--- src/rtl/sr_ctrl_pkg.sv ---
// Shared opcodes and FSM state encoding for the SR bank arbiter.
package sr_ctrl_pkg;

    localparam logic [1:0] OP_NOP = 2'b00;
    localparam logic [1:0] OP_SET = 2'b01;
    localparam logic [1:0] OP_CLR = 2'b10;
    localparam logic [1:0] OP_BAD = 2'b11;

    typedef enum logic [1:0] {
        IDLE  = 2'd0,
        ISSUE = 2'd1,
        ACK   = 2'd2
    } state_t;

endpackage

--- src/rtl/rr_pick.sv ---
// Round-robin pick: lowest requester at or above ptr wins, else lowest below ptr.
module rr_pick #(
    parameter int N_REQ = 4,
    parameter int PTR_W = $clog2(N_REQ)
) (
    input  logic [N_REQ-1:0] req,
    input  logic [PTR_W-1:0] ptr,
    output logic [N_REQ-1:0] win,
    output logic             valid
);

    logic             has_hi;
    logic             has_lo;
    logic [PTR_W-1:0] best_hi;
    logic [PTR_W-1:0] best_lo;
    logic [PTR_W-1:0] pick;

    // Scanning downward leaves the lowest matching index in each half.
    always_comb begin
        has_hi  = 1'b0;
        has_lo  = 1'b0;
        best_hi = '0;
        best_lo = '0;
        for (int k = N_REQ - 1; k >= 0; k--) begin
            if (req[k]) begin
                if (k >= int'(ptr)) begin
                    has_hi  = 1'b1;
                    best_hi = PTR_W'(k);
                end else begin
                    has_lo  = 1'b1;
                    best_lo = PTR_W'(k);
                end
            end
        end
        pick  = has_hi ? best_hi : best_lo;
        valid = has_hi | has_lo;
        win   = '0;
        for (int k = 0; k < N_REQ; k++) begin
            win[k] = valid && (int'(pick) == k);
        end
    end

endmodule

--- src/rtl/sr_bank_arbiter.sv ---
// Serialises set/clear requests from several requesters onto one SR bank,
// keeping a shadow of the bank and counting rejected requests.
//   state | meaning
//   IDLE  | waiting for any req; arbitrates and latches the winner
//   ISSUE | one-cycle S or R pulse on the bank
//   ACK   | gnt (and err if rejected) to the winner; q already updated
module sr_bank_arbiter
    import sr_ctrl_pkg::*;
#(
    parameter int N_REQ  = 4,
    parameter int N_BITS = 8,
    parameter int IDX_W  = $clog2(N_BITS)
) (
    input  logic                     clk,
    input  logic                     rst,
    input  logic [N_REQ-1:0]         req,
    input  logic [2*N_REQ-1:0]       op,
    input  logic [IDX_W*N_REQ-1:0]   idx,
    output logic [N_REQ-1:0]         gnt,
    output logic [N_BITS-1:0]        s_out,
    output logic [N_BITS-1:0]        r_out,
    output logic [N_BITS-1:0]        q,
    output logic                     busy,
    output logic                     err,
    output logic [7:0]               err_cnt
);

    localparam int PTR_W = $clog2(N_REQ);

    state_t             state_q, state_d;
    logic [PTR_W-1:0]   ptr_q, ptr_d;
    logic [PTR_W-1:0]   win_idx_q, win_idx_d;
    logic [1:0]         op_q, op_d;
    logic [IDX_W-1:0]   idx_q, idx_d;
    logic [N_BITS-1:0]  s_q, s_d;
    logic [N_BITS-1:0]  r_q, r_d;
    logic [N_BITS-1:0]  q_q, q_d;
    logic [N_REQ-1:0]   gnt_q, gnt_d;
    logic               err_q, err_d;
    logic [7:0]         err_cnt_q, err_cnt_d;

    logic [N_REQ-1:0]   pick_win;
    logic               pick_valid;
    logic [PTR_W-1:0]   sel_i;
    logic [1:0]         sel_op;
    logic [IDX_W-1:0]   sel_idx;
    logic               rejected;

    rr_pick #(.N_REQ(N_REQ), .PTR_W(PTR_W)) u_pick (
        .req   (req),
        .ptr   (ptr_q),
        .win   (pick_win),
        .valid (pick_valid)
    );

    always_comb begin
        sel_i   = '0;
        sel_op  = OP_NOP;
        sel_idx = '0;
        for (int i = 0; i < N_REQ; i++) begin
            if (pick_win[i]) begin
                sel_i   = PTR_W'(i);
                sel_op  = op[2*i +: 2];
                sel_idx = idx[IDX_W*i +: IDX_W];
            end
        end
    end

    // An out-of-range index never matches a cell, so it also yields no pulse.
    assign rejected = (op_q == OP_BAD) || (32'(idx_q) >= N_BITS);

    always_comb begin
        state_d   = state_q;
        ptr_d     = ptr_q;
        win_idx_d = win_idx_q;
        op_d      = op_q;
        idx_d     = idx_q;
        s_d       = s_q;
        r_d       = r_q;
        q_d       = q_q;
        gnt_d     = gnt_q;
        err_d     = err_q;
        err_cnt_d = err_cnt_q;
        case (state_q)
            IDLE: begin
                if (pick_valid) begin
                    state_d   = ISSUE;
                    win_idx_d = sel_i;
                    op_d      = sel_op;
                    idx_d     = sel_idx;
                    for (int b = 0; b < N_BITS; b++) begin
                        s_d[b] = (sel_op == OP_SET) && (32'(sel_idx) == b);
                        r_d[b] = (sel_op == OP_CLR) && (32'(sel_idx) == b);
                    end
                end
            end
            ISSUE: begin
                state_d = ACK;
                s_d     = '0;
                r_d     = '0;
                q_d     = (q_q | s_q) & ~r_q;
                for (int i = 0; i < N_REQ; i++) begin
                    gnt_d[i] = (32'(win_idx_q) == i);
                end
                err_d = rejected;
                if (rejected && (err_cnt_q != 8'hFF)) begin
                    err_cnt_d = err_cnt_q + 8'd1;
                end
            end
            ACK: begin
                state_d = IDLE;
                gnt_d   = '0;
                err_d   = 1'b0;
                if (32'(win_idx_q) == N_REQ - 1) begin
                    ptr_d = '0;
                end else begin
                    ptr_d = win_idx_q + PTR_W'(1);
                end
            end
            default: state_d = IDLE;
        endcase
    end

    always_ff @(posedge clk or posedge rst) begin
        if (rst) begin
            state_q   <= IDLE;
            ptr_q     <= '0;
            win_idx_q <= '0;
            op_q      <= OP_NOP;
            idx_q     <= '0;
            s_q       <= '0;
            r_q       <= '0;
            q_q       <= '0;
            gnt_q     <= '0;
            err_q     <= 1'b0;
            err_cnt_q <= '0;
        end else begin
            state_q   <= state_d;
            ptr_q     <= ptr_d;
            win_idx_q <= win_idx_d;
            op_q      <= op_d;
            idx_q     <= idx_d;
            s_q       <= s_d;
            r_q       <= r_d;
            q_q       <= q_d;
            gnt_q     <= gnt_d;
            err_q     <= err_d;
            err_cnt_q <= err_cnt_d;
        end
    end

    assign gnt     = gnt_q;
    assign s_out   = s_q;
    assign r_out   = r_q;
    assign q       = q_q;
    assign busy    = (state_q != IDLE);
    assign err     = err_q;
    assign err_cnt = err_cnt_q;

endmodule

--- config.mk ---
export PLATFORM = sky130hd
export DESIGN_NAME = sr_bank_arbiter
export DESIGN_NICKNAME = d
export VERILOG_FILES = /design/src/rtl/sr_ctrl_pkg.sv /design/src/rtl/rr_pick.sv /design/src/rtl/sr_bank_arbiter.sv
export SDC_FILE = /design/constraint.sdc
export NUM_CORES = 1
export LEC_CHECK = 0
export CAP_MARGIN = 20
export CORE_MARGIN = 3
export CORE_UTILIZATION = 35
export CTS_CLUSTER_SIZE = 14
export DETAILED_ROUTE_END_ITERATION = 12
export MAX_ROUTING_LAYER = met4
export SETUP_SLACK_MARGIN = 0.02
export SLEW_MARGIN = 20
export SYNTH_ARGS = -nofsm -noshare
export SYNTH_HDL_FRONTEND = slang
export SYNTH_SLANG_ARGS = --single-unit
--- constraint.sdc ---
create_clock -name clk -period 1.9 [get_ports clk]
set_input_delay 0.19 -clock clk [delete_from_list [all_inputs] [get_ports clk]]
set_output_delay 0.19 -clock clk [all_outputs]
set_load 0.05 [all_outputs]
==> results.json <==
{
  "vias_per_cell": 5.02,
  "drt_wl_total_um": 6280,
  "clockRootBuffer": "clkbuf_8",
  "syn_area_per_cell_um2": 10.3,
  "finalCritPeriodShare_pct": 109,
  "core-area_mm2": 0.00683,
  "ys.flop_type": "dfrtp_1",
  "grt_max_degree": 17,
  "async_flop_share_pct": 100,
  "numCtsBuffers": 5,
  "hp-class": "input port to async pin",
  "grt_setup_unrepaired": "true",
  "place.gp.congestion": 0.878,
  "worst_ep_required_time_ns": 2.07,
  "start_util_pct": 36.2,
  "synth_fp_nets": 275,
  "fmax_mhz": 481,
  "finalSetupViolations": 16,
  "finalInstanceArea_mm2": 0.00395,
  "vdd_drop_max_uv": 525,
  "cpLargestDelayFamily": "compound AO/OA/AOI/OAI gates",
  "arrival_ns": 2.25,
  "fp-row-count": 30,
  "yosysUniqueCellTypes": 53,
  "synth_edf_count": 0,
  "place_ws_ns": -0.692,
  "avgRoutedWirePerCell_um": 14.2,
  "worstSkewPairLatency_ns": 0.30,
  "synthCells": 240,
  "worst-path-buf-inv": 2,
  "first_pass_iters": 4,
  "p_leak_uw": 0.00168,
  "max_stage_delay_ns": 0.45,
  "antenna_cells": 0,
  "endpoint_kind": "flop",
  "critical_path.max_fanout": 7,
  "path_class": "flop to flop",
  "dr.first_iter.drc_count": 64,
  "ys_warn_count": 0,
  "p_per_area_mw_per_mm2": 1450,
  "grt_pass1_wl_um": 10800,
  "ios": 64,
  "finish.utilization_pct": 57.8,
  "syn_area_mm2": 0.00247,
  "cts_max_path_buffers": 2,
  "fin_cells": 444,
  "antenna_found_initial": 0,
  "slew_violations": 0,
  "drv_cap": 0,
  "ys_seq_area_share_pct": 45.5,
  "outcome": "finished with violations",
  "start_kind": "flop",
  "place_inst": 429,
  "track_usage_pct": 16.3,
  "dr_total_vias": 2229,
  "drive_above_1_share_pct": 30.7,
  "cpMaxStageDelayCell": "dfrtp_2",
  "final_nets": 382,
  "hold_violations": 0,
  "grt_pass1_vias": 2227,
  "synth-seq-cells": 45,
  "min_period_ns": 2.08,
  "worst_pin_slew_ns": 0.550,
  "placed_area_mm2": 0.00352,
  "setup_ws_ns": -0.180,
  "skew_ns": 0.0126,
  "slew_headroom_pct": 63.1,
  "violations": "setup timing",
  "grt_overflow": 0,
  "die-area_mm2": 0.00811,
  "chipWidth_um": 90.0,
  "worstPathCellList": "buf_6, o311ai_4, a32oi_2, a221o_1, buf_4, o211ai_1, o21ai_1",
  "p_total_uw": 5720,
  "ant_nets": 0,
  "dp_hpwl_um": 4890,
  "drc_errors": 0,
  "syn_to_final_growth_pct": 59.8,
  "port-buffer-count": 63,
  "die_h_um": 90.0,
  "cts_hold_buf": 0,
  "path_clk_slew_ns": 0.09,
  "htreeDepth": 2,
  "cts_tree": "built",
  "cts_sinks": 45
}
## registers in the layout, summed over array words and instances (netlist names), 4 cells and up
signal	cells
s_out	8
q	8
gnt	4
r_out	8
err_cnt	8
## path summary, 6_finish.rpt
path / from / endpoint / slack, ns / cells after the start
max: ptr_q[1]$_DFFE_PP0N_ / s_out[2]$_DFFE_PP0P_ / -0.18 / 7
min: rst / err$_DFFE_PP0P_ / 0.17 / 2
max reg2reg: ptr_q[1]$_DFFE_PP0N_ / s_out[2]$_DFFE_PP0P_ / -0.18 / 7
min reg2reg: err_cnt[4]$_DFFE_PP0P_ / err_cnt[4]$_DFFE_PP0P_ / 0.48 / 1
max in group asynchronous: rst / err_cnt[6]$_DFFE_PP0P_ / 1.17 / 3
min in group clk: err_cnt[4]$_DFFE_PP0P_ / err_cnt[4]$_DFFE_PP0P_ / 0.48 / 1
## cell usage after synthesis, drive strengths merged (2+ instances only)
cell type  instances  area [um2]
buf                8        60.1
nand4              2        12.5
a22o               6        52.6
o22ai              2        12.5
o211ai             2        15.0
nor2               4        15.0
inv               16        60.1
nand2b             3        18.8
a32o               3        31.3
nand3              6        30.0
a32oi              6        52.6
nand2             28         105
and2               6        37.5
a21oi             16        80.1
clkbuf             3        11.3
o31ai              4        53.8
o21ai             19        95.1
o311ai             2        25.0
a221oi             3        56.3
a221o              2        20.0
mux2               3        33.8
and3               7        43.8
o2111ai            2        30.0
nor2b              7        58.8
a211oi             2        25.0
or3                2        12.5
o21a               2        15.0
ha                 9         113
nor4               2        12.5
nor3               2        15.0
xnor2              6        52.6
dfrtp             45        1130
## cells by family after synthesis
kind of cell	after synthesis	share of synthesized area [%]
compound gates	78	25.2
simple gates	71	15.5
flops	45	45.5
buf+inv	27	5.31
fa+ha+maj	9	4.55
xor+xnor	7	2.48
mux	3	1.37
## cell type report
class / count / area [um2]
Fill cell: 590 / 2880
Multi-Input combinational cell: 168 / 1510
Sequential cell: 45 / 1130
Timing Repair Buffer: 111 / 1040
Tap cell: 96 / 120
Clock buffer: 8 / 90.1
Inverter: 16 / 60.1
## power breakdown
part           leakage (uW)  switching [uW]  internal [uW]
combinational       0.00103            2100           1580
clock             0.0000455             307            297
sequential         0.000597             217           1220
## layout by cell type (no fill, tap or decap), drive strengths merged, types with 4 or more instances in the layout
cell type / netlist / layout
ha: 9 / 9
xnor2: 6 / 6
nand3: 6 / 6
buf: 8 / 49
nor2: 4 / 4
a32oi: 6 / 6
inv: 16 / 15
nand2: 28 / 28
o21ai: 19 / 19
nor2b: 7 / 7
a21oi: 16 / 16
clkdlybuf4s50: 0 / 58
and2: 6 / 6
clkbuf: 3 / 8
o31ai: 4 / 4
dlygate4sd2: 0 / 4
and3: 7 / 7
dfrtp: 45 / 45
a22o: 6 / 6
## stage by stage
stage          TNS, ns  hold WS, ns
2_1_floorplan        0        0.453
3_3_place_gp    -10.80        0.467
3_5_place_dp    -11.46        0.472
4_1_cts          -2.25        0.193
5_1_grt          -3.94        0.214
6_report         -2.19        0.168
## repair_timing
item	CTS	global route
pin swaps	14	29
resized for setup	25	33
setup buffers	5	4
cloned	0	0
setup endpoints to repair	17	20
## layer usage
metal	share of wire (%)	global-route usage, %	vias up
li1	-	-	1094
met1	45	21.4	1074
met2	50	26.3	55
met3	3.7	2.76	6
met4	1.0	3.95	0
met5	0	-	-
(Power assumes the default switching activity.)
